$ cat src/rtl/core_pkg.sv
// Shared constants for the multi-cycle RV32 subset sequencer.
package core_pkg;

  // Opcodes of the supported instruction classes
  localparam logic [6:0] OPC_OP     = 7'b0110011;
  localparam logic [6:0] OPC_OPIMM  = 7'b0010011;
  localparam logic [6:0] OPC_LOAD   = 7'b0000011;
  localparam logic [6:0] OPC_STORE  = 7'b0100011;
  localparam logic [6:0] OPC_BRANCH = 7'b1100011;

  // Sequencer states; the numeric values are visible on state_o
  typedef enum logic [2:0] {
    ST_IDLE   = 3'd0,
    ST_FETCH  = 3'd1,
    ST_DECODE = 3'd2,
    ST_EXEC   = 3'd3,
    ST_MEM    = 3'd4,
    ST_WB     = 3'd5,
    ST_TRAP   = 3'd6
  } state_t;

  // Trap causes
  localparam logic [1:0] CAUSE_NONE      = 2'b00;
  localparam logic [1:0] CAUSE_ILLEGAL   = 2'b01;
  localparam logic [1:0] CAUSE_FETCH_TMO = 2'b10;
  localparam logic [1:0] CAUSE_DATA_TMO  = 2'b11;

  // ADDI x0,x0,0
  localparam logic [31:0] NOP_INSN = 32'h0000_0013;

  // Only BEQ is implemented among branches, so other func3 values are illegal.
  function automatic logic is_legal(input logic [6:0] opc, input logic [2:0] f3);
    case (opc)
      OPC_OP, OPC_OPIMM, OPC_LOAD, OPC_STORE: is_legal = 1'b1;
      OPC_BRANCH:                             is_legal = (f3 == 3'b000);
      default:                                is_legal = 1'b0;
    endcase
  endfunction

endpackage

$ cat src/rtl/bus_wdog.sv
// Bus wait watchdog: counts cycles without ack and flags expiry once
// BUS_TIMEOUT wait cycles have elapsed. BUS_TIMEOUT = 0 never expires.
// The counter saturates at the limit, so the expiry cycle itself still
// lets a coincident ack win in the sequencer.
module bus_wdog #(
  parameter int unsigned BUS_TIMEOUT = 255
) (
  input  logic clk,
  input  logic rst_n,
  input  logic clr,
  input  logic en,
  output logic expired
);

  localparam int unsigned W = (BUS_TIMEOUT > 1) ? $clog2(BUS_TIMEOUT + 1) : 1;
  localparam logic [W-1:0] LIMIT = W'(BUS_TIMEOUT);

  logic [W-1:0] cnt;

  assign expired = (BUS_TIMEOUT != 0) && (cnt == LIMIT);

  // Wait-cycle counter, cleared on every state change of the sequencer
  always_ff @(posedge clk or negedge rst_n) begin
    if (!rst_n) begin
      cnt <= '0;
    end else if (clr) begin
      cnt <= '0;
    end else if (en && !expired) begin
      cnt <= cnt + W'(1);
    end
  end

endmodule

$ cat src/rtl/core_seq_ctrl.sv
// Multi-cycle instruction sequencer: owns PC, IR, MDR and instret, steps
// each instruction through FETCH/DECODE/EXEC/MEM/WB and traps on illegal
// opcodes or bus timeouts.
//
// Bus handshake: a request (imem_req_o / dmem_req_o) is a decode of the
// state register and stays high for every cycle spent in FETCH / MEM. A
// transfer completes on the first rising edge where request and ack are
// both high; that includes the very first cycle of the state. Acks while
// the matching request is low are ignored.
module core_seq_ctrl
  import core_pkg::*;
#(
  parameter logic [31:0] PC_RESET    = 32'h0000_0000,
  parameter int unsigned BUS_TIMEOUT = 255
) (
  input  logic        clk_i,
  input  logic        rst_n_i,
  input  logic        run_i,
  input  logic        trap_clr_i,
  output logic        imem_req_o,
  input  logic        imem_ack_i,
  input  logic [31:0] imem_rdata_i,
  output logic [31:0] ir_o,
  output logic [31:0] pc_o,
  input  logic [6:0]  opcode_i,
  input  logic [2:0]  func3_i,
  input  logic        reg_write_i,
  input  logic        mem_write_i,
  input  logic        mem_to_reg_i,
  input  logic        branch_i,
  input  logic [31:0] imm_i,
  input  logic        alu_zero_i,
  output logic        dmem_req_o,
  output logic        dmem_we_o,
  input  logic        dmem_ack_i,
  input  logic [31:0] dmem_rdata_i,
  output logic [31:0] mdr_o,
  output logic        rf_we_o,
  output logic        wb_sel_o,
  output logic        retire_o,
  output logic [31:0] instret_o,
  output logic [2:0]  state_o,
  output logic        trap_o,
  output logic [1:0]  trap_cause_o
);

  state_t      state_q, state_d;
  logic [31:0] pc_q, pc_d;
  logic [31:0] ir_q, mdr_q, instret_q;
  logic [1:0]  cause_q, cause_d;
  logic        ir_ld, mdr_ld, retire;
  logic        wdog_clr, wdog_en, wdog_expired;

  // One watchdog serves both FETCH and MEM; it restarts on every state change
  assign wdog_clr = (state_d != state_q);
  assign wdog_en  = ((state_q == ST_FETCH) && !imem_ack_i) ||
                    ((state_q == ST_MEM)   && !dmem_ack_i);

  bus_wdog #(.BUS_TIMEOUT(BUS_TIMEOUT)) u_wdog (
    .clk     (clk_i),
    .rst_n   (rst_n_i),
    .clr     (wdog_clr),
    .en      (wdog_en),
    .expired (wdog_expired)
  );

  // Next-state, PC update and load enables
  always_comb begin
    state_d = state_q;
    pc_d    = pc_q;
    cause_d = cause_q;
    ir_ld   = 1'b0;
    mdr_ld  = 1'b0;
    retire  = 1'b0;
    case (state_q)
      ST_IDLE: begin
        if (run_i) state_d = ST_FETCH;
      end
      ST_FETCH: begin
        if (imem_ack_i) begin
          ir_ld   = 1'b1;
          state_d = ST_DECODE;
        end else if (wdog_expired) begin
          state_d = ST_TRAP;
          cause_d = CAUSE_FETCH_TMO;
        end
      end
      ST_DECODE: begin
        if (is_legal(opcode_i, func3_i)) begin
          state_d = ST_EXEC;
        end else begin
          state_d = ST_TRAP;
          cause_d = CAUSE_ILLEGAL;
        end
      end
      ST_EXEC: begin
        if (branch_i) begin
          pc_d   = alu_zero_i ? (pc_q + imm_i) : (pc_q + 32'd4);
          retire = 1'b1;
        end else if (mem_write_i || mem_to_reg_i) begin
          state_d = ST_MEM;
        end else begin
          state_d = ST_WB;
        end
      end
      ST_MEM: begin
        if (dmem_ack_i) begin
          if (mem_write_i) begin
            pc_d   = pc_q + 32'd4;
            retire = 1'b1;
          end else begin
            mdr_ld  = 1'b1;
            state_d = ST_WB;
          end
        end else if (wdog_expired) begin
          state_d = ST_TRAP;
          cause_d = CAUSE_DATA_TMO;
        end
      end
      ST_WB: begin
        pc_d   = pc_q + 32'd4;
        retire = 1'b1;
      end
      ST_TRAP: begin
        if (trap_clr_i) begin
          state_d = ST_IDLE;
          cause_d = CAUSE_NONE;
        end
      end
      default: state_d = ST_IDLE;
    endcase
    // run_i is only consulted at the instruction boundary
    if (retire) state_d = run_i ? ST_FETCH : ST_IDLE;
  end

  // State and architectural registers
  always_ff @(posedge clk_i or negedge rst_n_i) begin
    if (!rst_n_i) begin
      state_q   <= ST_IDLE;
      pc_q      <= PC_RESET;
      ir_q      <= NOP_INSN;
      mdr_q     <= '0;
      instret_q <= '0;
      cause_q   <= CAUSE_NONE;
    end else begin
      state_q <= state_d;
      pc_q    <= pc_d;
      cause_q <= cause_d;
      if (ir_ld)  ir_q      <= imem_rdata_i;
      if (mdr_ld) mdr_q     <= dmem_rdata_i;
      if (retire) instret_q <= instret_q + 32'd1;
    end
  end

  assign imem_req_o   = (state_q == ST_FETCH);
  assign dmem_req_o   = (state_q == ST_MEM);
  assign dmem_we_o    = (state_q == ST_MEM) && mem_write_i;
  assign rf_we_o      = (state_q == ST_WB) && reg_write_i;
  assign wb_sel_o     = (state_q == ST_WB) && mem_to_reg_i;
  assign retire_o     = retire;
  assign trap_o       = (state_q == ST_TRAP);
  assign trap_cause_o = cause_q;
  assign state_o      = state_q;
  assign pc_o         = pc_q;
  assign ir_o         = ir_q;
  assign mdr_o        = mdr_q;
  assign instret_o    = instret_q;

endmodule

$ cat config.mk
export PLATFORM = sky130hd
export DESIGN_NAME = core_seq_ctrl
export DESIGN_NICKNAME = d
export VERILOG_FILES = /design/src/rtl/core_pkg.sv /design/src/rtl/bus_wdog.sv /design/src/rtl/core_seq_ctrl.sv
export SDC_FILE = /design/constraint.sdc
export NUM_CORES = 1
export LEC_CHECK = 0
export BUFFER_PORTS_ARGS = -buffer_cell sky130_fd_sc_hd__buf_4
export CORE_MARGIN = 1.5
export CORE_UTILIZATION = 47
export DETAILED_ROUTE_END_ITERATION = 8
export PLACE_DENSITY = 0.73
export SLEW_MARGIN = 0
export SYNTH_ARGS = -nofsm -noshare
export SYNTH_HDL_FRONTEND = slang
export SYNTH_HIERARCHICAL = 1
export SYNTH_SLANG_ARGS = --single-unit
$ cat constraint.sdc
create_clock -name clk_i -period 3.5 [get_ports clk_i]
set_clock_uncertainty 0.1 [all_clocks]
set_input_delay 0.175 -clock clk_i [delete_from_list [all_inputs] [get_ports clk_i]]
set_output_delay 0.175 -clock clk_i [all_outputs]
set_load 0.02 [all_outputs]
; Yosys cells after proc, flatten, opt, wreduce, memory -nomap -nowiden
; Cells that the tools add are included.
[classes]
n_addsub = 4
n_eq_ne = 22
muxes = 37
reduce_logical = 19
[op_table]
columns = op, count
row1 = 2-to-1 mux 32 bit, 4
row2 = one-hot mux 32 bit (3 select lines), 1
row3 = "adder 32 x 1 -> 32 bit, second input constant", 1
row4 = "adder 32 x 3 -> 32 bit, second input constant", 1
row5 = adder 32 bit, 1
row6 = 2-to-1 mux 3 bit, 9
row7 = one-hot mux 3 bit (7 select lines), 1
row8 = 2-to-1 mux 8 bit, 2
row9 = "equality test 7 x 6 -> 1 bit, second input constant", 2
row10 = 2-to-1 mux 2 bit, 6
row11 = "inequality test 2 bit, second input constant", 6
row12 = 2-to-1 mux 1 bit, 11
row13 = "equality test 3 bit, second input constant", 3
row14 = "adder 8 x 1 -> 8 bit, second input constant", 1
row15 = "equality test 8 bit, second input constant", 1
row16 = one-hot mux 2 bit (4 select lines), 1
row17 = "equality test 7 x 2 -> 1 bit, second input constant", 1
row18 = "equality test 7 x 5 -> 1 bit, second input constant", 1
row19 = "equality test 7 bit, second input constant", 1
row20 = AND reduction 7 bit, 1
row21 = "equality test 3 x 2 -> 1 bit, second input constant", 2
row22 = logical AND 1 bit, 6
row23 = logical NOT 3 bit, 2
row24 = "inequality test 2 x 1 -> 1 bit, second input constant", 3
row25 = other kinds (11), 14
[word_totals]
register_bits = 141
out_inout_bits = 140
word_cells = 89

; Longest topological paths before layout
; Gate-level depths: netlist of run 1.
[depth]
depth_word = 9
ltp_mapped = 14

; Hierarchy
; The synthesis of run 1 kept the hierarchy.
[by_module_without_submodules]
columns = mod, instances, cells_each, area_each_um2, seq_area_each_um2
row1 = core_seq_ctrl, 1, 787, 7858.8, 3331.9
row2 = bus_wdog, 1, 47, 469.2, 200.2

; Least setup slack after synthesis of run 1
; Ideal clock, no wire load.
[synth_path]
path_kind = reg2reg
start = register state_q[2], in the netlist state_o[2]
end = register u_wdog.cnt[0]
setup_time_ns = 0.125
t_arrival_ns = 2.890
t_required_ns = 3.275
slack_ns = 0.384
path_stages_with_launch = 13
synth_period_minus_slack_ns = 3.116
path_cell_list = dfrtp_1 buf_4 nor3b_2 nand3b_1 o311a_1 o2111a_1 a211oi_2 xor2_1 nor3_1 o22ai_1 clkbuf_1 nor2b_1 mux2_4
[synth_via]
elab_cells_between_ends = 24
classes_between = eq/ne: 7 / mux: 11 / reduce/logical: 6
[synth_rtl]
columns = element, line_no
row1 = from (decl), core_seq_ctrl.sv:47  ; state_t state_q, state_d;
row2 = from (signal assigned), core_seq_ctrl.sv:146  ; state_q <= state_d;
row3 = equality test 3 bit (*), --
row4 = net dmem_req_o, core_seq_ctrl.sv:33  ; output logic dmem_req_o,
row5 = one-hot mux 3 bit (7 select lines) or one-hot mux 1 bit (3 select lines) (tied branches), core_seq_ctrl.sv:75  ; case (state_q)
row6 = 2-to-1 mux 3 bit (*), core_seq_ctrl.sv:133  ; if (retire) state_d = run_i ? ST_FETCH : ST_IDLE;
row7 = net state_d[0], core_seq_ctrl.sv:47
row8 = inequality test 3 bit (*), core_seq_ctrl.sv:55  ; assign wdog_clr = (state_d != state_q);
row9 = net wdog_clr, core_seq_ctrl.sv:52  ; logic wdog_clr, wdog_en, wdog_expired;
row10 = 2-to-1 mux 8 bit or nonzero test 2 bit (tied branches), --
row11 = to (signal assigned), bus_wdog.sv:29  ; cnt <= cnt + W'(1);
row12 = to (decl), bus_wdog.sv:18  ; logic [W-1:0] cnt;
; The timed path passes the listed nets; every way through them passes the cells marked *.
; A chain may end at the register's enable or synchronous reset.

; Worst setup path after layout of run 1
[layout_path]
start = register u_wdog.cnt[0]
end = register u_wdog.cnt[0]
[layout_via]
elab_chain_len = 7
elab_cells_between_ends = 13
classes_between = add/sub: 1 / eq/ne: 2 / mux: 7 / reduce/logical: 3
[layout_rtl]
columns = element, line_no
row1 = equality test 8 bit (*), bus_wdog.sv:20  ; assign expired = (BUS_TIMEOUT != 0) && (cnt == LIMIT);
row2 = net wdog_expired, core_seq_ctrl.sv:52
row3 = 2-to-1 mux 3 bit (*), "core_seq_ctrl.sv:83, core_seq_ctrl.sv:115"
row4 = "2-to-1 mux 3 bit, on equally long branches", "core_seq_ctrl.sv:107, core_seq_ctrl.sv:80"
row5 = one-hot mux 3 bit (7 select lines) (*), core_seq_ctrl.sv:75
row6 = 2-to-1 mux 3 bit (*), core_seq_ctrl.sv:133
row7 = net state_d[0], core_seq_ctrl.sv:47
row8 = inequality test 3 bit (*), core_seq_ctrl.sv:55
row9 = net wdog_clr, core_seq_ctrl.sv:52
row10 = 2-to-1 mux 8 bit or nonzero test 2 bit (tied branches), --
; The timed path passes the listed nets; every way through them passes the cells marked *. The select of a mux whose other input is x is not followed.

==> flow_metrics.py, run 1 <==
metrics = {
    "status": {
        "status": "complete, no violations",
    },
    "timing": {
        "timing_hold_violations_final": 0,
        "slew_viol_final": 0,
        "setup_viol": 0,
        "period_share": 0.900,
        "fin_hold_ws_ps": 44.8,
        "worstMarginPinSlew_ps": 813,
        "fin_setup_tns_ps": 0,
        "finalCriticalPeriod_ps": 3150,
        "rsz0062_at_grt": "false",
        "fmax_ghz": 0.318,
        "max-slew-margin-rel": 0.458,
    },
    "floorplan": {
        "row_count": 48,
        "die_x_um": 136,
        "dieArea_mm2": 0.0185,
        "die_h_um": 136,
        "coreArea_mm2": 0.0173,
        "start_util": 0.481,
        "io_pins": 257,
    },
    "placed_design": {
        "post-dp-hpwl_um": 17500,
        "dp.cells": 1290,
        "port-buffer-count": 256,
        "routabilityCongestion": 0.898,
    },
    "setup_path": {
        "reg2reg_depth": 14,
        "rrSetupSlack_ps": 350,
        "critPathLaunch": "u_wdog/cnt[0]",
        "crit_fanout": 11,
        "r2r-end": "u_wdog/cnt[0]",
        "arrival_ps": 3350,
        "endpoint": "u_wdog/cnt[0]",
        "cp-end-kind": "flop",
        "path_class": "flop to flop",
        "required_ps": 3700,
        "startpoint_type": "flop",
        "rr_startpoint": "u_wdog/cnt[0]",
    },
    "layout": {
        "drive_gt1_frac": 0.345,
        "syn2layout_area_growth_pct": 40.7,
        "layoutNonFillerInstCount": 1389,
        "fin_util": 0.677,
        "nNetsFinal": 1303,
        "fillers": 1336,
        "multi_input_area_mm2": 0.00451,
        "n_antenna_cell": 0,
        "ff_latch_area_mm2": 0.00353,
    },
    "clock_network": {
        "cts_tree": "yes",
        "cts_made_buffers": 17,
        "clock_sinks": 141,
        "htreeDepth": 4,
        "post_cts_buffers": 0,
        "cts.reportedPaths.clkPinSlew_ps": 60,
        "ctsResizeCount": 0,
        "hold_buffers": 67,
        "clk_latency_ps": 420,
        "clockBufferDepth": 2,
        "clock-root-buffer": "clkbuf_16",
    },
    "synthesis": {
        "synth_area_per_cell_um2": 9.99,
        "syn_inst": 834,
        "ys.flop_type": "dfrtp_1",
        "yosysTopAreaCellShare": 0.415,
        "synth_area_mm2": 0.00833,
        "synthTopCellsByCount": "dfrtp_1 (138), a21oi_1 (74), mux2_2 (69)",
        "synthArstFlopShare": 1.00,
        "synth_most_common_cell": "dfrtp_1",
        "ys_warn_count": 6,
        "synth_edf_count": 0,
        "synthTopCellsByArea": "dfrtp_1 (41%), mux2_2 (9.3%), ha_1 (5.1%)",
        "ys_ff_latch": 141,
        "synth_nets": 986,
        "synth.distinct_cells": 85,
        "yosys.area.top_type": "dfrtp_1",
        "yosysSeqAreaShare": 0.424,
    },
    "detailed_routing": {
        "wl_per_cell_um": 18.2,
        "drc": 0,
        "vias_per_cell": 5.47,
        "drt-initial-drc-count": 354,
        "vias": 7604,
        "routed_wl_um": 25200,
        "drtAntennaViolNets": 0,
        "dr.pass1.iters": 7,
    },
    "worst_hold_path": {
        "worstHoldStart": "trap_clr_i",
        "min_path_type": "primary input to flop",
    },
    "power_and_ir_drop": {
        "power.total_mw": 10.3,
        "cellPowerDensity_mw_per_mm2": 882,
        "p_leak_nw": 5.45,
        "ir_drop_uv": 490,
    },
    "flow_run": {
        "maxCapViolCount": 0,
    },
    "grt": {
        "grt_pass1_wl_um": 38900,
        "overflow": 0,
        "grt_usage": 0.270,
        "antenna_found_initial": 0,
        "grt_start_max_net_pins": 87,
        "grt_pass1_vias": 7313,
    },
}
## cell type report
class	instances	area share
flip-flops and latches	141	0.301
well taps	225	0.0240
multi-input cells	636	0.385
clock inverters	14	0.0156
inverters	21	0.00683
repair buffers	334	0.230
clock buffers	18	0.0375
## kinds of logic after synthesis
| logic type | share of synthesized area |
|---|---|
| AO/OA/AOI/OAI | 0.166 |
| XOR/XNOR | 0.0631 |
| adder cells (fa/ha/maj) | 0.0535 |
| buffers and inverters | 0.0349 |
| flip-flops | 0.424 |
| multiplexers | 0.0999 |
| AND/OR/NAND/NOR | 0.159 |
## placed cells by master (no fill, tap or decap), drive strengths merged, types with 34 or more instances in the layout
master,instances
o21ai,39
ha,34
mux2,70
a21oi,76
nor2,56
nand3,46
buf,267
dfrtp,138
xnor2,40
nand2,63
dlygate4sd3,67
## critical path, cell delays in order (launching register included)
cell and delay, ps:
dfrtp_1 410, ha_1 260, and4_4 210, and2_2 190, nor2_1 130, nor2_1 50, o311a_1 320, o2111a_1 140
a211oi_2 290, xor2_1 180, nor3_1 60, o22ai_1 180, buf_4 190, nor2b_1 60, mux2_4 260
## layer usage
| metal | global-route usage | part of all wire | vias up |
|---|---|---|---|
| met2 | 0.442 | 0.48 | 261 |
| li1 | - | - | 3685 |
| met5 | 0 | 0 | - |
| met4 | 0.124 | 0.036 | 0 |
| met1 | 0.342 | 0.43 | 3611 |
| met3 | 0.0556 | 0.057 | 47 |
## sequential cells by signal (all words and copies together) (netlist names)
register	cells
state_o	3
mdr_o	32
ir_o	32
u_wdog/cnt	8
trap_cause_o	2
pc_o	32
instret_o	32
## how the worst min path moves through the flow
| stage | end | slack [ps] | cells past startpoint |
|---|---|---|---|
| 4_1_cts | state_o[2] | 30 | 4 |
| 3_3_place_gp | mdr_o[18] | 200 | 1 |
| 5_1_grt | state_o[2] | 60 | 4 |
| 6_report | state_o[2] | 40 | 4 |
| 2_1_floorplan | instret_o[0] | -220 | 0 |
| 3_5_place_dp | mdr_o[18] | 200 | 1 |
## power by group
part | leakage, nW | internal, mW | switching [mW]
logic | 3.41 | 2.47 | 3.05
clock network | 0.300 | 1.16 | 0.748
registers | 1.74 | 2.26 | 0.651
## per-stage QoR
| step | setup WS (ps) | cell area [µm²] |
|---|---|---|
| after floorplan | 384 | 8330 |
| after global placement | 426 | 10400 |
| after detailed placement | 382 | 10400 |
| after CTS | 364 | 11700 |
| after global routing | 110 | 11700 |
| final | 351 | 11700 |
Power figures use the tool's default switching activity.
==> inputs of run 2 (changes only) <==
--- a/config.mk
+++ b/config.mk
@@ -6,10 +6,11 @@
 export NUM_CORES = 1
 export LEC_CHECK = 0
 export BUFFER_PORTS_ARGS = -buffer_cell sky130_fd_sc_hd__buf_4
-export CORE_MARGIN = 1.5
+export CAP_MARGIN = 20
+export CORE_MARGIN = 5
 export CORE_UTILIZATION = 47
 export DETAILED_ROUTE_END_ITERATION = 8
-export PLACE_DENSITY = 0.73
+export PLACE_DENSITY = 0.76
 export SLEW_MARGIN = 0
 export SYNTH_ARGS = -nofsm -noshare
 export SYNTH_HDL_FRONTEND = slang
==> constraint.sdc (replaced) <==
create_clock -name clk_i -period 2.54 [get_ports clk_i]
set_clock_uncertainty 0.1 [all_clocks]
set_input_delay 0.127 -clock clk_i [delete_from_list [all_inputs] [get_ports clk_i]]
set_output_delay 0.127 -clock clk_i [all_outputs]
set_load 0.02 [all_outputs]
==> run 2 against run 1 <==
The flow now finishes with violations (setup timing). Register-to-register slack got worse by 620 ps. Wire length rose by 18%. Global-route usage rose by 0.79 points. Highest routed layer unchanged.
==> flow_metrics.py, run 2 (synthesis gave the netlist of run 1 again) <==
metrics = {
    "floorplan": {
        "die_h_um": 143,
        "coreArea_mm2": 0.0174,
        "start_util": 0.480,
        "row_count": 48,
        "io_pins": 257,
        "die_x_um": 143,
        "dieArea_mm2": 0.0205,
    },
    "placed_design": {
        "placed_area_mm2": 0.0113,
        "dp.cells": 1382,
        "routabilityCongestion": 0.900,
        "port-buffer-count": 256,
        "post-dp-hpwl_um": 20100,
    },
    "status": {
        "status": "finished with violations",
        "violations": "setup timing",
    },
    "setup_path": {
        "cp-end-kind": "flop",
        "arrival_ps": 3020,
        "rrSetupSlack_ps": -270,
        "startpoint_type": "flop",
        "crit_fanout": 9,
        "path_class": "flop to flop",
        "required_ps": 2740,
    },
    "timing": {
        "period_share": 1.11,
        "slew_viol_final": 0,
        "rsz0062_at_grt": "true",
        "finalCriticalPeriod_ps": 2810,
        "timing_hold_violations_final": 0,
        "worst_slack_ps": -274,
        "max-slew-margin-rel": 0.614,
        "fin_hold_ws_ps": 72.0,
        "worstMarginPinSlew_ps": 578,
        "fmax_ghz": 0.355,
        "setup_viol": 8,
    },
    "grt": {
        "grt_start_max_net_pins": 64,
        "grt_usage": 0.278,
        "antenna_found_initial": 0,
        "grt_pass1_wl_um": 44900,
        "grt_pass1_vias": 8424,
        "overflow": 0,
    },
    "power_and_ir_drop": {
        "internal_power_mw": 8.98,
        "p_comb_frac": 0.600,
        "ir_drop_uv": 721,
        "p_switching_mw": 6.97,
        "power.share.switching": 0.437,
        "clockPowerShare": 0.160,
        "p_leak_nw": 6.02,
        "power.share.sequential": 0.240,
        "cellPowerDensity_mw_per_mm2": 1230,
        "power.total_mw": 15.9,
    },
    "layout": {
        "multi_input_area_mm2": 0.00493,
        "finish.instance_area_mm2": 0.0130,
        "ff_latch_area_mm2": 0.00354,
        "fillers": 1167,
        "layout_commonest_cell": "buf_4",
        "layoutNonFillerInstCount": 1496,
        "final_cell_mix": "buf_4 (367), dfrtp_1 (129), mux2_2 (67), dlygate4sd3_1 (67), a21oi_1 (65)",
        "nNetsFinal": 1409,
        "syn2layout_area_growth_pct": 55.7,
        "drive_gt1_frac": 0.446,
    },
    "detailed_routing": {
        "drc": 0,
        "vias": 8385,
        "drtAntennaViolNets": 0,
        "drt-initial-drc-count": 659,
        "dr.pass1.iters": 5,
        "vias_per_cell": 5.60,
        "routed_wl_um": 29700,
        "wl_per_cell_um": 19.9,
    },
    "clock_network": {
        "cts_made_buffers": 17,
        "clock-root-buffer": "clkbuf_16",
        "clock_sinks": 141,
        "htreeDepth": 4,
        "clk_latency_ps": 420,
        "cts_tree": "yes",
        "cts.reportedPaths.clkPinSlew_ps": 70,
        "clockBufferDepth": 2,
    },
    "worst_hold_path": {
        "min_path_type": "primary input to flop",
    },
    "flow_run": {
        "maxCapViolCount": 0,
    },
}
==> run 2: cell types whose count changed in the layout (fill, tap and decap cells not counted), moves of 3 or more <==
cell       change
buf_4        +102
ha_1          -14
ha_4          +13
a21oi_1        -9
dfrtp_1        -9
dfrtp_2        +9
a21oi_2        +8
clkinv_8       +6
a211oi_1       -5
a211oi_2       +5
inv_8          +4
buf_6          +3
bufinv_16      -3
nand3_1        -3
==> run 2: layer usage <==
metal / wire length, µm / track usage / up-vias
li1: - / - / 3907
met1: 11800 / 0.348 / 4034
met2: 14600 / 0.476 / 378
met3: 2140 / 0.0492 / 66
met4: 1090 / 0.111 / 0
met5: 0 / 0 / -
==> run 2: final cells by class <==
cell class,count,area share
antenna,1,0.000193
clock buffer,17,0.0328
clock inverter,15,0.0146
inverter,21,0.00627
multi-input combinational,636,0.380
sequential,141,0.273
tap,225,0.0217
timing repair buffer,440,0.271
==> run 2: power groups by stage <==
| stage | clock, mW | sequential [mW] | combinational (mW) |
|---|---|---|---|
| after floorplan | 0 | 4.82 | 4.16 |
| after global placement | 0 | 3.69 | 8.64 |
| after detailed placement | 0 | 3.73 | 8.80 |
| after CTS | 2.56 | 3.71 | 9.05 |
| after global routing | 2.69 | 3.92 | 10.2 |
| final | 2.55 | 3.83 | 9.57 |
==> run 2: path summary, 6_finish.rpt <==
| check | depth (start not counted) | start | end |
|---|---|---|---|
| worst max register to register | 14 | u_wdog/cnt[1] | u_wdog/cnt[0] |
| worst min-delay path | 4 | imm_i[30] | pc_o[30] |
| worst min register to register | 1 | pc_o[31] | pc_o[31] |
| min in group asynchronous | 2 | rst_n_i | mdr_o[17] |
| max in group asynchronous | 3 | rst_n_i | ir_o[1] |
| worst max-delay path | 14 | u_wdog/cnt[1] | u_wdog/cnt[0] |
==> run 2: critical path, cell delays in order (launching register included) <==
cell and delay (ps):
dfrtp_1 380, ha_2 190, and4_4 170, and2_4 140
nor2_4 90, nor2_2 40, o311a_1 350, o2111a_1 140
a211oi_2 200, xor2_1 170, nor3_1 60, o22ai_1 160
buf_4 180, nor2b_1 60, mux2_4 260
==> run 2: what timing repair did <==
item / 4_1_cts / 5_1_grt
hold endpoints to repair: 127 / 0
setup buffers: 4 / 10
endpoints found under the setup margin: 22 / 27
hold buffers: 67 / 0
gates resized for setup: 15 / 42
pin swaps: 14 / 38
==> run 2: stage by stage <==
step	TNS (ps)	worst slack, ps	util
2_1_floorplan	-1000	-286	-
3_3_place_gp	-960	-194	0.649
3_5_place_dp	-2040	-264	0.649
4_1_cts	-1420	-267	0.729
5_1_grt	-2860	-393	0.747
6_report	-1500	-274	0.747
